--- config.mk ---
export PLATFORM = sky130hd
export DESIGN_NAME = lca_data_bus_router_flat
export DESIGN_NICKNAME = d
export VERILOG_FILES = /design/src/rtl/lca_data_bus_router_if.sv /design/src/rtl/lca_data_bus_router.sv /design/src/flat_wrapper.sv
export SDC_FILE = /design/constraint.sdc
export NUM_CORES = 1
export LEC_CHECK = 0
export BUFFER_PORTS_ARGS = -buffer_cell sky130_fd_sc_hd__buf_4
export CAP_MARGIN = 20
export CORE_AREA = 2 2 140 142
export DETAILED_ROUTE_END_ITERATION = 7
export DIE_AREA = 0 0 142 144
export GPL_TIMING_DRIVEN = 1
export MAX_ROUTING_LAYER = met4
export PLACE_DENSITY_LB_ADDON = 0.08
export SYNTH_ARGS = -nofsm -noshare
export SYNTH_HDL_FRONTEND = slang
export SYNTH_SLANG_ARGS = --single-unit
--- constraint.sdc ---
create_clock -name clk_i -period 4.7 [get_ports clk_i]
set_input_delay 0 -clock clk_i [delete_from_list [all_inputs] [get_ports clk_i]]
set_output_delay 0 -clock clk_i [all_outputs]
set_load 0.02 [all_outputs]
--- src/rtl/lca_data_bus_router_if.sv ---
// Core-side OBI-style data bus of the LCA router.
// Signal suffixes are relative to the router: _i are driven by the core, _o by the router.
interface lca_data_bus_router_if;
  logic        req_i;
  logic        gnt_o;
  logic        we_i;
  logic [3:0]  be_i;
  logic [31:0] addr_i;
  logic [31:0] wdata_i;
  logic        rvalid_o;
  logic [31:0] rdata_o;
  logic        err_o;

  modport master (
    output req_i, we_i, be_i, addr_i, wdata_i,
    input  gnt_o, rvalid_o, rdata_o, err_o
  );

  modport slave (
    input  req_i, we_i, be_i, addr_i, wdata_i,
    output gnt_o, rvalid_o, rdata_o, err_o
  );
endinterface

--- src/rtl/lca_data_bus_router.sv ---
// Routes the core data port to N_TGT targets, a 16-byte MMIO block or a decode-error responder,
// keeping responses in order by only granting to the destination that already has transactions in flight.
module lca_data_bus_router #(
  parameter int unsigned              N_TGT       = 4,
  parameter int unsigned              MAX_OUT     = 2,
  parameter logic [N_TGT-1:0][31:0]   REGION_BASE = {N_TGT{32'h0}},
  parameter logic [N_TGT-1:0][31:0]   REGION_SIZE = {N_TGT{32'h30000}},
  parameter logic [31:0]              MMIO_BASE   = 32'h8000_0000
) (
  input  logic                  clk_i,
  input  logic                  rst_ni,
  lca_data_bus_router_if.slave  core,
  output logic [N_TGT-1:0]      tgt_req_o,
  input  logic [N_TGT-1:0]      tgt_gnt_i,
  output logic [31:0]           tgt_addr_o,
  output logic                  tgt_wen_o,
  output logic [3:0]            tgt_be_o,
  output logic [31:0]           tgt_wdata_o,
  input  logic [N_TGT-1:0]      tgt_rvalid_i,
  input  logic [N_TGT*32-1:0]   tgt_rdata_i,
  output logic                  exit_valid_o,
  output logic [31:0]           exit_code_o,
  output logic                  print_valid_o,
  output logic [7:0]            print_char_o
);

  localparam int unsigned      DST_W    = $clog2(N_TGT + 2);
  localparam int unsigned      CNT_W    = $clog2(MAX_OUT + 1);
  localparam logic [DST_W-1:0] DST_MMIO = DST_W'(N_TGT);
  localparam logic [DST_W-1:0] DST_ERR  = DST_W'(N_TGT + 1);
  localparam logic [CNT_W-1:0] CNT_MAX  = CNT_W'(MAX_OUT);

  logic [N_TGT-1:0][31:0] region_base, region_size;
  logic [31:0]            mmio_base;
  logic [32:0]            mmio_off;
  logic [32:0]            region_off;
  logic                   mmio_hit;
  logic [DST_W-1:0]       dst;
  logic                   is_local;
  logic                   stall;
  logic                   accept;
  logic                   local_acc;
  logic                   mmio_wr;
  logic [31:0]            lrsp_rdata_d;
  logic                   tgt_rsp_valid;
  logic [31:0]            tgt_rsp_data;
  logic [CNT_W-1:0]       cnt_d, cnt_q;
  logic [DST_W-1:0]       last_dst_q;
  logic [31:0]            cycle_cnt_q;
  logic                   lrsp_valid_q, lrsp_err_q;
  logic [31:0]            lrsp_rdata_q;
  logic                   exit_valid_q, print_valid_q;
  logic [31:0]            exit_code_q;
  logic [7:0]             print_char_q;

  assign region_base = REGION_BASE;
  assign region_size = REGION_SIZE;
  assign mmio_base   = MMIO_BASE;

  // An offset computed in 33 bits has bit 32 set when addr is below the base, so one compare covers both bounds.
  assign mmio_off = {1'b0, core.addr_i} - {1'b0, mmio_base};
  assign mmio_hit = mmio_off < 33'd16;

  always_comb begin
    dst        = DST_ERR;
    region_off = '0;
    for (int i = N_TGT - 1; i >= 0; i--) begin
      region_off = {1'b0, core.addr_i} - {1'b0, region_base[i]};
      if (region_off < {1'b0, region_size[i]}) dst = DST_W'(i);
    end
    if (mmio_hit) dst = DST_MMIO;
  end

  assign is_local = (dst == DST_MMIO) || (dst == DST_ERR);
  assign stall    = (cnt_q == CNT_MAX) || ((cnt_q != '0) && (dst != last_dst_q));

  always_comb begin
    tgt_req_o  = '0;
    core.gnt_o = 1'b0;
    if (core.req_i && !stall) begin
      if (is_local) begin
        core.gnt_o = 1'b1;
      end else begin
        for (int i = 0; i < N_TGT; i++) begin
          if (dst == DST_W'(i)) begin
            tgt_req_o[i] = 1'b1;
            core.gnt_o   = tgt_gnt_i[i];
          end
        end
      end
    end
  end

  assign tgt_addr_o  = core.addr_i;
  assign tgt_wen_o   = ~core.we_i;
  assign tgt_be_o    = core.be_i;
  assign tgt_wdata_o = core.wdata_i;

  assign accept    = core.req_i && core.gnt_o;
  assign local_acc = accept && is_local;
  assign mmio_wr   = accept && (dst == DST_MMIO) && core.we_i;

  always_comb begin
    lrsp_rdata_d = '0;
    if ((dst == DST_MMIO) && !core.we_i && !core.addr_i[2]) lrsp_rdata_d = cycle_cnt_q;
  end

  // Only the destination recorded in last_dst may answer, and only while something is outstanding.
  always_comb begin
    tgt_rsp_valid = 1'b0;
    tgt_rsp_data  = '0;
    for (int i = 0; i < N_TGT; i++) begin
      if ((last_dst_q == DST_W'(i)) && (cnt_q != '0)) begin
        tgt_rsp_valid = tgt_rvalid_i[i];
        tgt_rsp_data  = tgt_rdata_i[32*i +: 32];
      end
    end
  end

  always_comb begin
    core.rvalid_o = lrsp_valid_q || tgt_rsp_valid;
    core.err_o    = lrsp_valid_q && lrsp_err_q;
    core.rdata_o  = '0;
    if (lrsp_valid_q)       core.rdata_o = lrsp_rdata_q;
    else if (tgt_rsp_valid) core.rdata_o = tgt_rsp_data;
  end

  always_comb begin
    cnt_d = cnt_q;
    if (accept && !core.rvalid_o)      cnt_d = cnt_q + CNT_W'(1);
    else if (!accept && core.rvalid_o) cnt_d = cnt_q - CNT_W'(1);
  end

  always_ff @(posedge clk_i or negedge rst_ni) begin
    if (!rst_ni) begin
      cnt_q         <= '0;
      last_dst_q    <= DST_ERR;
      cycle_cnt_q   <= '0;
      lrsp_valid_q  <= 1'b0;
      lrsp_err_q    <= 1'b0;
      lrsp_rdata_q  <= '0;
      exit_valid_q  <= 1'b0;
      exit_code_q   <= '0;
      print_valid_q <= 1'b0;
      print_char_q  <= '0;
    end else begin
      cnt_q         <= cnt_d;
      cycle_cnt_q   <= cycle_cnt_q + 32'd1;
      if (accept) last_dst_q <= dst;
      lrsp_valid_q  <= local_acc;
      lrsp_err_q    <= local_acc && (dst == DST_ERR);
      lrsp_rdata_q  <= local_acc ? lrsp_rdata_d : 32'd0;
      exit_valid_q  <= mmio_wr && (core.addr_i[3:2] == 2'd0);
      print_valid_q <= mmio_wr && (core.addr_i[3:2] == 2'd1);
      if (mmio_wr && (core.addr_i[3:2] == 2'd0)) exit_code_q  <= core.wdata_i;
      if (mmio_wr && (core.addr_i[3:2] == 2'd1)) print_char_q <= core.wdata_i[7:0];
    end
  end

  assign exit_valid_o  = exit_valid_q;
  assign exit_code_o   = exit_code_q;
  assign print_valid_o = print_valid_q;
  assign print_char_o  = print_char_q;

  // A target answering out of turn would break response ordering.
  for (genvar g = 0; g < N_TGT; g++) begin : g_rsp_chk
    a_rsp_in_order: assert property (@(posedge clk_i) disable iff (!rst_ni)
      tgt_rvalid_i[g] |-> ((cnt_q != '0) && (last_dst_q == DST_W'(g))));
  end

endmodule

--- src/flat_wrapper.sv ---
// flat-port wrapper written by rule: the top's interface ports become plain ports
module lca_data_bus_router_flat 
#(
  parameter int unsigned              N_TGT       = 4,
  parameter int unsigned              MAX_OUT     = 2,
  parameter logic [N_TGT-1:0][31:0]   REGION_BASE = {N_TGT{32'h0}},
  parameter logic [N_TGT-1:0][31:0]   REGION_SIZE = {N_TGT{32'h30000}},
  parameter logic [31:0]              MMIO_BASE   = 32'h8000_0000
)
  (clk_i, rst_ni, tgt_req_o, tgt_gnt_i, tgt_addr_o, tgt_wen_o, tgt_be_o, tgt_wdata_o, tgt_rvalid_i, tgt_rdata_i, exit_valid_o, exit_code_o, print_valid_o, print_char_o, core_req_i, core_we_i, core_be_i, core_addr_i, core_wdata_i, core_gnt_o, core_rvalid_o, core_rdata_o, core_err_o);
  lca_data_bus_router_if core_i ();
  input  logic clk_i;
  input  logic rst_ni;
  output logic [N_TGT-1:0] tgt_req_o;
  input  logic [N_TGT-1:0] tgt_gnt_i;
  output logic [31:0] tgt_addr_o;
  output logic tgt_wen_o;
  output logic [3:0] tgt_be_o;
  output logic [31:0] tgt_wdata_o;
  input  logic [N_TGT-1:0] tgt_rvalid_i;
  input  logic [N_TGT*32-1:0] tgt_rdata_i;
  output logic exit_valid_o;
  output logic [31:0] exit_code_o;
  output logic print_valid_o;
  output logic [7:0] print_char_o;
  input wire logic [$bits(core_i.req_i)-1:0] core_req_i;
  input wire logic [$bits(core_i.we_i)-1:0] core_we_i;
  input wire logic [$bits(core_i.be_i)-1:0] core_be_i;
  input wire logic [$bits(core_i.addr_i)-1:0] core_addr_i;
  input wire logic [$bits(core_i.wdata_i)-1:0] core_wdata_i;
  output wire logic [$bits(core_i.gnt_o)-1:0] core_gnt_o;
  output wire logic [$bits(core_i.rvalid_o)-1:0] core_rvalid_o;
  output wire logic [$bits(core_i.rdata_o)-1:0] core_rdata_o;
  output wire logic [$bits(core_i.err_o)-1:0] core_err_o;
  assign core_i.req_i = core_req_i;
  assign core_i.we_i = core_we_i;
  assign core_i.be_i = core_be_i;
  assign core_i.addr_i = core_addr_i;
  assign core_i.wdata_i = core_wdata_i;
  assign core_gnt_o = core_i.gnt_o;
  assign core_rvalid_o = core_i.rvalid_o;
  assign core_rdata_o = core_i.rdata_o;
  assign core_err_o = core_i.err_o;
  lca_data_bus_router #(.N_TGT(N_TGT), .MAX_OUT(MAX_OUT), .REGION_BASE(REGION_BASE), .REGION_SIZE(REGION_SIZE), .MMIO_BASE(MMIO_BASE)) u_core (.clk_i(clk_i), .rst_ni(rst_ni), .core(core_i), .tgt_req_o(tgt_req_o), .tgt_gnt_i(tgt_gnt_i), .tgt_addr_o(tgt_addr_o), .tgt_wen_o(tgt_wen_o), .tgt_be_o(tgt_be_o), .tgt_wdata_o(tgt_wdata_o), .tgt_rvalid_i(tgt_rvalid_i), .tgt_rdata_i(tgt_rdata_i), .exit_valid_o(exit_valid_o), .exit_code_o(exit_code_o), .print_valid_o(print_valid_o), .print_char_o(print_char_o));
endmodule
==> results of run 1 <==
## power by group
group          internal (uW)  total (uW)  switching [uW]
clock                    539         902             363
combinational            269         721             452
sequential               994        1020            20.9
## metrics by stage
step	cell area, sq um	worst slack [ns]	hold slack (ns)	cells
global placement	7520	1.77	0.000137	935
finish	8240	1.43	0.00000884	987
global route	8240	1.18	0.0000479	987
detailed placement	7520	1.70	0.000137	935
floorplan	5830	2.26	-0.296	522
CTS	8240	1.32	0.000137	987
## final timing paths
check                      slack, ns                              from                                 end
min reg2reg                     0.48  u_core.cycle_cnt_q[31]$_DFF_PN0_    u_core.cycle_cnt_q[31]$_DFF_PN0_
min in group asynchronous       0.32                            rst_ni  u_core.exit_code_o[19]$_DFFE_PN0P_
max                             1.43       u_core.cnt_q[0]$_DFFE_PN0P_                    core_rdata_o[25]
max reg2reg                     1.84  u_core.last_dst_q[2]$_DFFE_PN1N_    u_core.lrsp_rdata_q[1]$_DFF_PN0_
min                         0.000009                    core_addr_i[1]                       tgt_addr_o[1]
max in group asynchronous       3.22                            rst_ni  u_core.print_char_o[2]$_DFFE_PN0P_
## area by class of cell
| type | count | area share, % |
|---|---|---|
| flip-flops and latches | 112 | 34.1 |
| multi-input cells | 300 | 28.1 |
| clock buffers | 10 | 2.90 |
| repair buffers | 312 | 29.5 |
| well taps | 238 | 3.61 |
| inverters | 9 | 0.410 |
| clock inverters | 6 | 1.40 |
## cells in the mapped netlist (9+ instances only)
master    number  area share (%)
buf_4         74             9.5
mux2_2        32             6.2
inv_1          9            0.58
nand3_1       11            0.94
nor4b_2       26             6.7
clkbuf_1      20             1.3
nand4_1       10             1.1
xnor2_1       27             4.1
o21ai_0       34             2.9
nand2_1       50             3.2
nor2_1        14            0.90
dfrtp_1      110              47
a22oi_1       33             4.3
## state kept, by name, indices dropped and copies added, names as in the netlist
| signal | flops |
|---|---|
| u_core.cnt_q | 2 |
| u_core.print_char_o | 8 |
| u_core.lrsp_rdata_q | 32 |
| u_core.lrsp_err_q | 1 |
| u_core.lrsp_valid_q | 1 |
| u_core.exit_code_o | 32 |
| u_core.last_dst_q | 2 |
| u_core.cycle_cnt_q | 32 |
| u_core.exit_valid_o | 1 |
| u_core.print_valid_o | 1 |
## timing repair
action	in CTS	in global routing
hold buffers	36	0
setup buffers	0	0
endpoints found under the hold margin	110	0
## layer usage
metal / vias to the layer above / wire [um] / part of all wire, %
met5: - / 0 / 0
met4: 0 / 130 / 0.74
met3: 17 / 1590 / 9.1
met2: 183 / 8170 / 47
met1: 2243 / 7580 / 43
li1: 2204 / - / -
## critical path, cell delays in order (launching register included)
cell and delay (ns):
dfrtp_1 0.44, o21ai_0 0.26, nor2_4 0.80, a22oi_1 0.28, or2_2 0.61, o21ai_0 0.33, buf_4 0.20
## cells by family (layout without fill, tap and decap cells)
| family | after synthesis | count (layout) | synth area share, % |
|---|---|---|---|
| and+or+nand+nor | 148 | 148 | 17.5 |
| DFF | 112 | 112 | 48.2 |
| buffers and inverters | 110 | 337 | 12.5 |
| AOI/OAI and AO/OA | 73 | 73 | 7.90 |
| muxes | 41 | 41 | 8.42 |
| xor gates and xnor gates | 33 | 33 | 4.96 |
| adders and majority gates | 2 | 2 | 0.429 |
| other | 1 | 3 | 0.0644 |
==> flow_metrics.tcl, run 1 <==
set metrics [dict create \
    p_leak_uw 0.00390 \
    drive_gt1_share_pct 49.0 \
    vias 4647 \
    async_reset_ff_share_pct 100 \
    syn_area_sq_um 5830 \
    fill_cells 1852 \
    cellPowerDensity_nw_per_um2 320 \
    dpl.hpwl_mm 12.3 \
    cp.arrival_ns 3.27 \
    holdCritPathClass "in2out" \
    cp_max_fo 33 \
    wl_mm 17.5 \
    drcViolationCount 0 \
    grt_max_degree 70 \
    ant_nets 0 \
    most-common-layout-cells "buf_4 (276), dfrtp_1 (110), nand2_1 (50)" \
    max-vdd-ir-drop_mv 0.193 \
    numCtsBuffers 9 \
    root_buffer "clkbuf_16" \
    tightest_slew_ns 0.995 \
    antenna_found_initial 0 \
    rsz0062_at_grt "no" \
    status "finished, final reports clean" \
    core.rowCount 51 \
    fin_crit_sh_pct 69.6 \
    die_area_sq_um 20400 \
    avgSynthCellArea_sq_um 11.2 \
    die_height_um 144 \
    firstDrtPassIters 4 \
    grt_pass1_vias 4863 \
    coreArea_sq_um 19100 \
    end_kind "output port" \
    grt_remaining_overflow 0 \
    timing.final.crit_period_ns 3.27 \
    finish.utilization_pct 43.2 \
    timing.fmax_ghz 0.305 \
    syn2layout_area_growth_pct 41.4 \
    met3_usage_pct 7.35 \
    min_path_cells 0 \
    initial_core_util_pct 30.5 \
    r2r.worst_path.cells 5 \
    io_pins 358 \
    htreeDepth 3 \
    power.total_uw 2640 \
    finalHoldViolations 0 \
    synthFlopType "dfrtp_1" \
    clk_latency_ns 0.35 \
    fin_skew_ns 0.00636 \
    synth-edff-count 0 \
    drv_cap 0 \
    drv_slew 0 \
    multi_input_area_sq_um 2310 \
    grt_use_met2_pct 27.7 \
    crit_required_ns 4.70 \
    clk_path_buf_depth 2 \
    netlist-cell-type-count 41 \
    use_met1_pct 21.8 \
    worstSetupStartpointType "flip-flop" \
    cts.sinks 112 \
    globalplace.congestion 0.737 \
    clkTransAtPathRegs_ns 0.07 \
    synth-seq-cells 112 \
    groute.usage.overall_pct 17.7 \
    cts_tree "done" \
    syn_inst 520 \
    io_buffer_count 273 \
    die_w_um 142 \
    slew-limit-headroom_pct 33.6 \
    critPathKind "reg2out" \
    final_common_cell "buf_4" \
    finalSetupViolations 0 \
    cts_resized 0 \
    fin_nets 954 \
    synth_warnings 0 \
    regArea_sq_um 2810 \
    yosysSeqAreaShare_pct 48.2 \
    busiest_layer "met2" \
    wire_per_inst_um 17.7 \
    diodes 0 \
    grt_pass1_wl_mm 27.0 \
    tns_ns 0 \
    routed_via_density 4.71 \
    drt-initial-drc-count 192 \
]
Power figures use the tool's default switching activity.
==> run 2, diff against run 1 <==
--- a/config.mk
+++ b/config.mk
@@ -7,9 +7,9 @@
 export LEC_CHECK = 0
 export BUFFER_PORTS_ARGS = -buffer_cell sky130_fd_sc_hd__buf_4
 export CAP_MARGIN = 20
-export CORE_AREA = 2 2 140 142
+export CORE_AREA = 2 2 137 139
 export DETAILED_ROUTE_END_ITERATION = 7
-export DIE_AREA = 0 0 142 144
+export DIE_AREA = 0 0 139 141
 export GPL_TIMING_DRIVEN = 1
 export MAX_ROUTING_LAYER = met4
 export PLACE_DENSITY_LB_ADDON = 0.08
==> constraint.sdc (replaced) <==
create_clock -name clk_i -period 3 [get_ports clk_i]
set_input_delay 0 -clock clk_i [delete_from_list [all_inputs] [get_ports clk_i]]
set_output_delay 0 -clock clk_i [all_outputs]
set_load 0.02 [all_outputs]
==> run 2 against run 1 <==
Net effect: setup slack lost 1.1 ns; clock-buffer cell count did not move; via count up 1.1%; utilization rose by 1.8 points; cell area shrank 0.17%; sequential power rose by 56%; total power increased by 48%; cell count up 0.10%; non-clock buffer count up 5; clock power increased by 27%; largest power group unchanged.
==> flow_metrics.tcl, run 2 (same netlist as run 1, synthesis figures left out) <==
set metrics [dict create \
    met3_usage_pct 8.05 \
    ant_nets 0 \
    dpl.hpwl_mm 13.0 \
    max_stage_delay_ns 0.55 \
    fill_cells 1783 \
    grt_pass1_vias 4711 \
    vias 4700 \
    groute.usage.overall_pct 18.3 \
    clk_path_buf_depth 2 \
    numCtsBuffers 9 \
    routed_via_density 4.76 \
    clk_latency_ns 0.35 \
    die_w_um 139 \
    max-vdd-ir-drop_mv 0.277 \
    post-cts-setup-buffer-count 0 \
    core.rowCount 50 \
    clkPwrFrac_pct 29.5 \
    io_pins 358 \
    globalplace.congestion 0.857 \
    firstDrtPassIters 6 \
    most-common-layout-cells "buf_4 (279), dfrtp_1 (110), nand2_1 (50)" \
    multi_input_area_sq_um 2310 \
    initial_core_util_pct 31.9 \
    status "finished, final reports clean" \
    path_cells "inv_1 > or4_1 > and4_1 > or3_2 > buf_4 > nor4b_1" \
    use_met1_pct 23.5 \
    io_buffer_count 273 \
    tns_ns 0 \
    drcViolationCount 0 \
    tightest_slew_ns 0.735 \
    fin_crit_sh_pct 90.2 \
    die_area_sq_um 19600 \
    fin_skew_ns 0.00751 \
    path_delay_family "simple AND/OR/NAND/NOR gates" \
    cp_max_fo 36 \
    end_kind "flip-flop" \
    coreArea_sq_um 18300 \
    grt_max_degree 63 \
    p_comb_share_pct 29.6 \
    crit_required_ns 3.24 \
    worstSetupStartpointType "flip-flop" \
    clkTransAtPathRegs_ns 0.07 \
    fin_nets 959 \
    critPathKind "reg2reg" \
    root_buffer "clkbuf_16" \
    drv_cap 0 \
    htreeDepth 3 \
    power.switching_uw 1310 \
    p_int_uw 2590 \
    p_leak_uw 0.00390 \
    busiest_layer "met2" \
    antenna_found_initial 0 \
    critPathBufInv 2 \
    cp.arrival_ns 2.95 \
    cellPowerDensity_nw_per_um2 474 \
    wire_per_inst_um 18.0 \
    critPathSlowestCell "dfstp_2" \
    drv_slew 0 \
    cts_tree "done" \
    holdCritPathClass "in2out" \
    cts.sinks 112 \
    regArea_sq_um 2810 \
    grt_remaining_overflow 0 \
    grt_pass1_wl_mm 27.0 \
    diodes 0 \
    grt_use_met2_pct 27.0 \
    finalSetupViolations 0 \
    die_height_um 141 \
    timing.fmax_ghz 0.369 \
    finalHoldViolations 0 \
    switching_share_pct 33.6 \
    slew-limit-headroom_pct 50.7 \
    syn2layout_area_growth_pct 41.2 \
    rsz0062_at_grt "no" \
    finish.utilization_pct 45.0 \
    drt-initial-drc-count 164 \
    timing.final.crit_period_ns 2.71 \
    seq_power_share_pct 40.9 \
    final_common_cell "buf_4" \
    wl_mm 17.8 \
    drive_gt1_share_pct 49.3 \
]
## run 2: cell types whose count changed in the layout (fill, tap and decap cells not counted)
cell | previous run | this run
clkinv_2 | 0 | 2
buf_12 | 0 | 2
clkinv_4 | 1 | 2
bufinv_16 | 3 | 0
buf_4 | 276 | 279
## run 2: metrics by stage
step / total power, uW / worst slack (ns) / std cells / hold slack (ns) / instance area [sq um]
2_1_floorplan: 2350 / 0.562 / 522 / -0.296 / 5830
3_3_place_gp: 2730 / 0.306 / 936 / 0.000137 / 7580
3_5_place_dp: 2750 / 0.248 / 936 / 0.000137 / 7580
4_1_cts: 3950 / 0.269 / 988 / 0.000137 / 8220
5_1_grt: 4110 / 0.111 / 988 / 0.0000334 / 8220
6_report: 3900 / 0.294 / 988 / 0.0000262 / 8220
## run 2: layout make-up
class / count / area share (%)
inverter: 9 / 0.411
clock inverter: 6 / 0.532
multi-input combinational: 300 / 28.1
timing repair buffer: 317 / 30.3
tap: 234 / 3.56
sequential: 112 / 34.1
clock buffer: 10 / 2.91
## run 2: per-layer routing
metal / part of all wire, % / up-vias
li1: - / 2215
met1: 44 / 2291
met2: 45 / 184
met3: 10 / 10
met4: 0.83 / 0
met5: 0 / -
## run 2: power by group through the flow
stage          clock network, uW  registers (uW)  logic, uW
2_1_floorplan                  0            1610        739
3_3_place_gp                   0            1620       1110
3_5_place_dp                   0            1620       1130
4_1_cts                     1190            1590       1170
5_1_grt                     1250            1600       1260
6_report                    1150            1590       1150
## run 2: worst register-to-register path, delay by kind of cell (launching register included)
kind          cells  cell delay, ns
buf+inv           2            0.37
simple gates      4            1.68
flops             1            0.55
## run 2: path summary, 6_finish.rpt
| check | from | to | slack, ns | cells after the start |
|---|---|---|---|---|
| min in group asynchronous | rst_ni | u_core.exit_code_o[9]$_DFFE_PN0P_ | 0.23 | 2 |
| worst max register to register | u_core.last_dst_q[2]$_DFFE_PN1N_ | u_core.lrsp_rdata_q[31]$_DFF_PN0_ | 0.29 | 6 |
| max in group asynchronous | rst_ni | u_core.print_char_o[2]$_DFFE_PN0P_ | 1.96 | 3 |
| worst max-delay path | u_core.last_dst_q[2]$_DFFE_PN1N_ | u_core.lrsp_rdata_q[31]$_DFF_PN0_ | 0.29 | 6 |
| worst min-delay path | core_be_i[3] | tgt_be_o[3] | 0.00003 | 0 |
| worst min register to register | u_core.cycle_cnt_q[31]$_DFF_PN0_ | u_core.cycle_cnt_q[31]$_DFF_PN0_ | 0.48 | 1 |
## run 2: timing repair
item                      CTS  global route
hold endpoints to repair   90             0
hold buffers               36             0
gates resized for setup     0             0
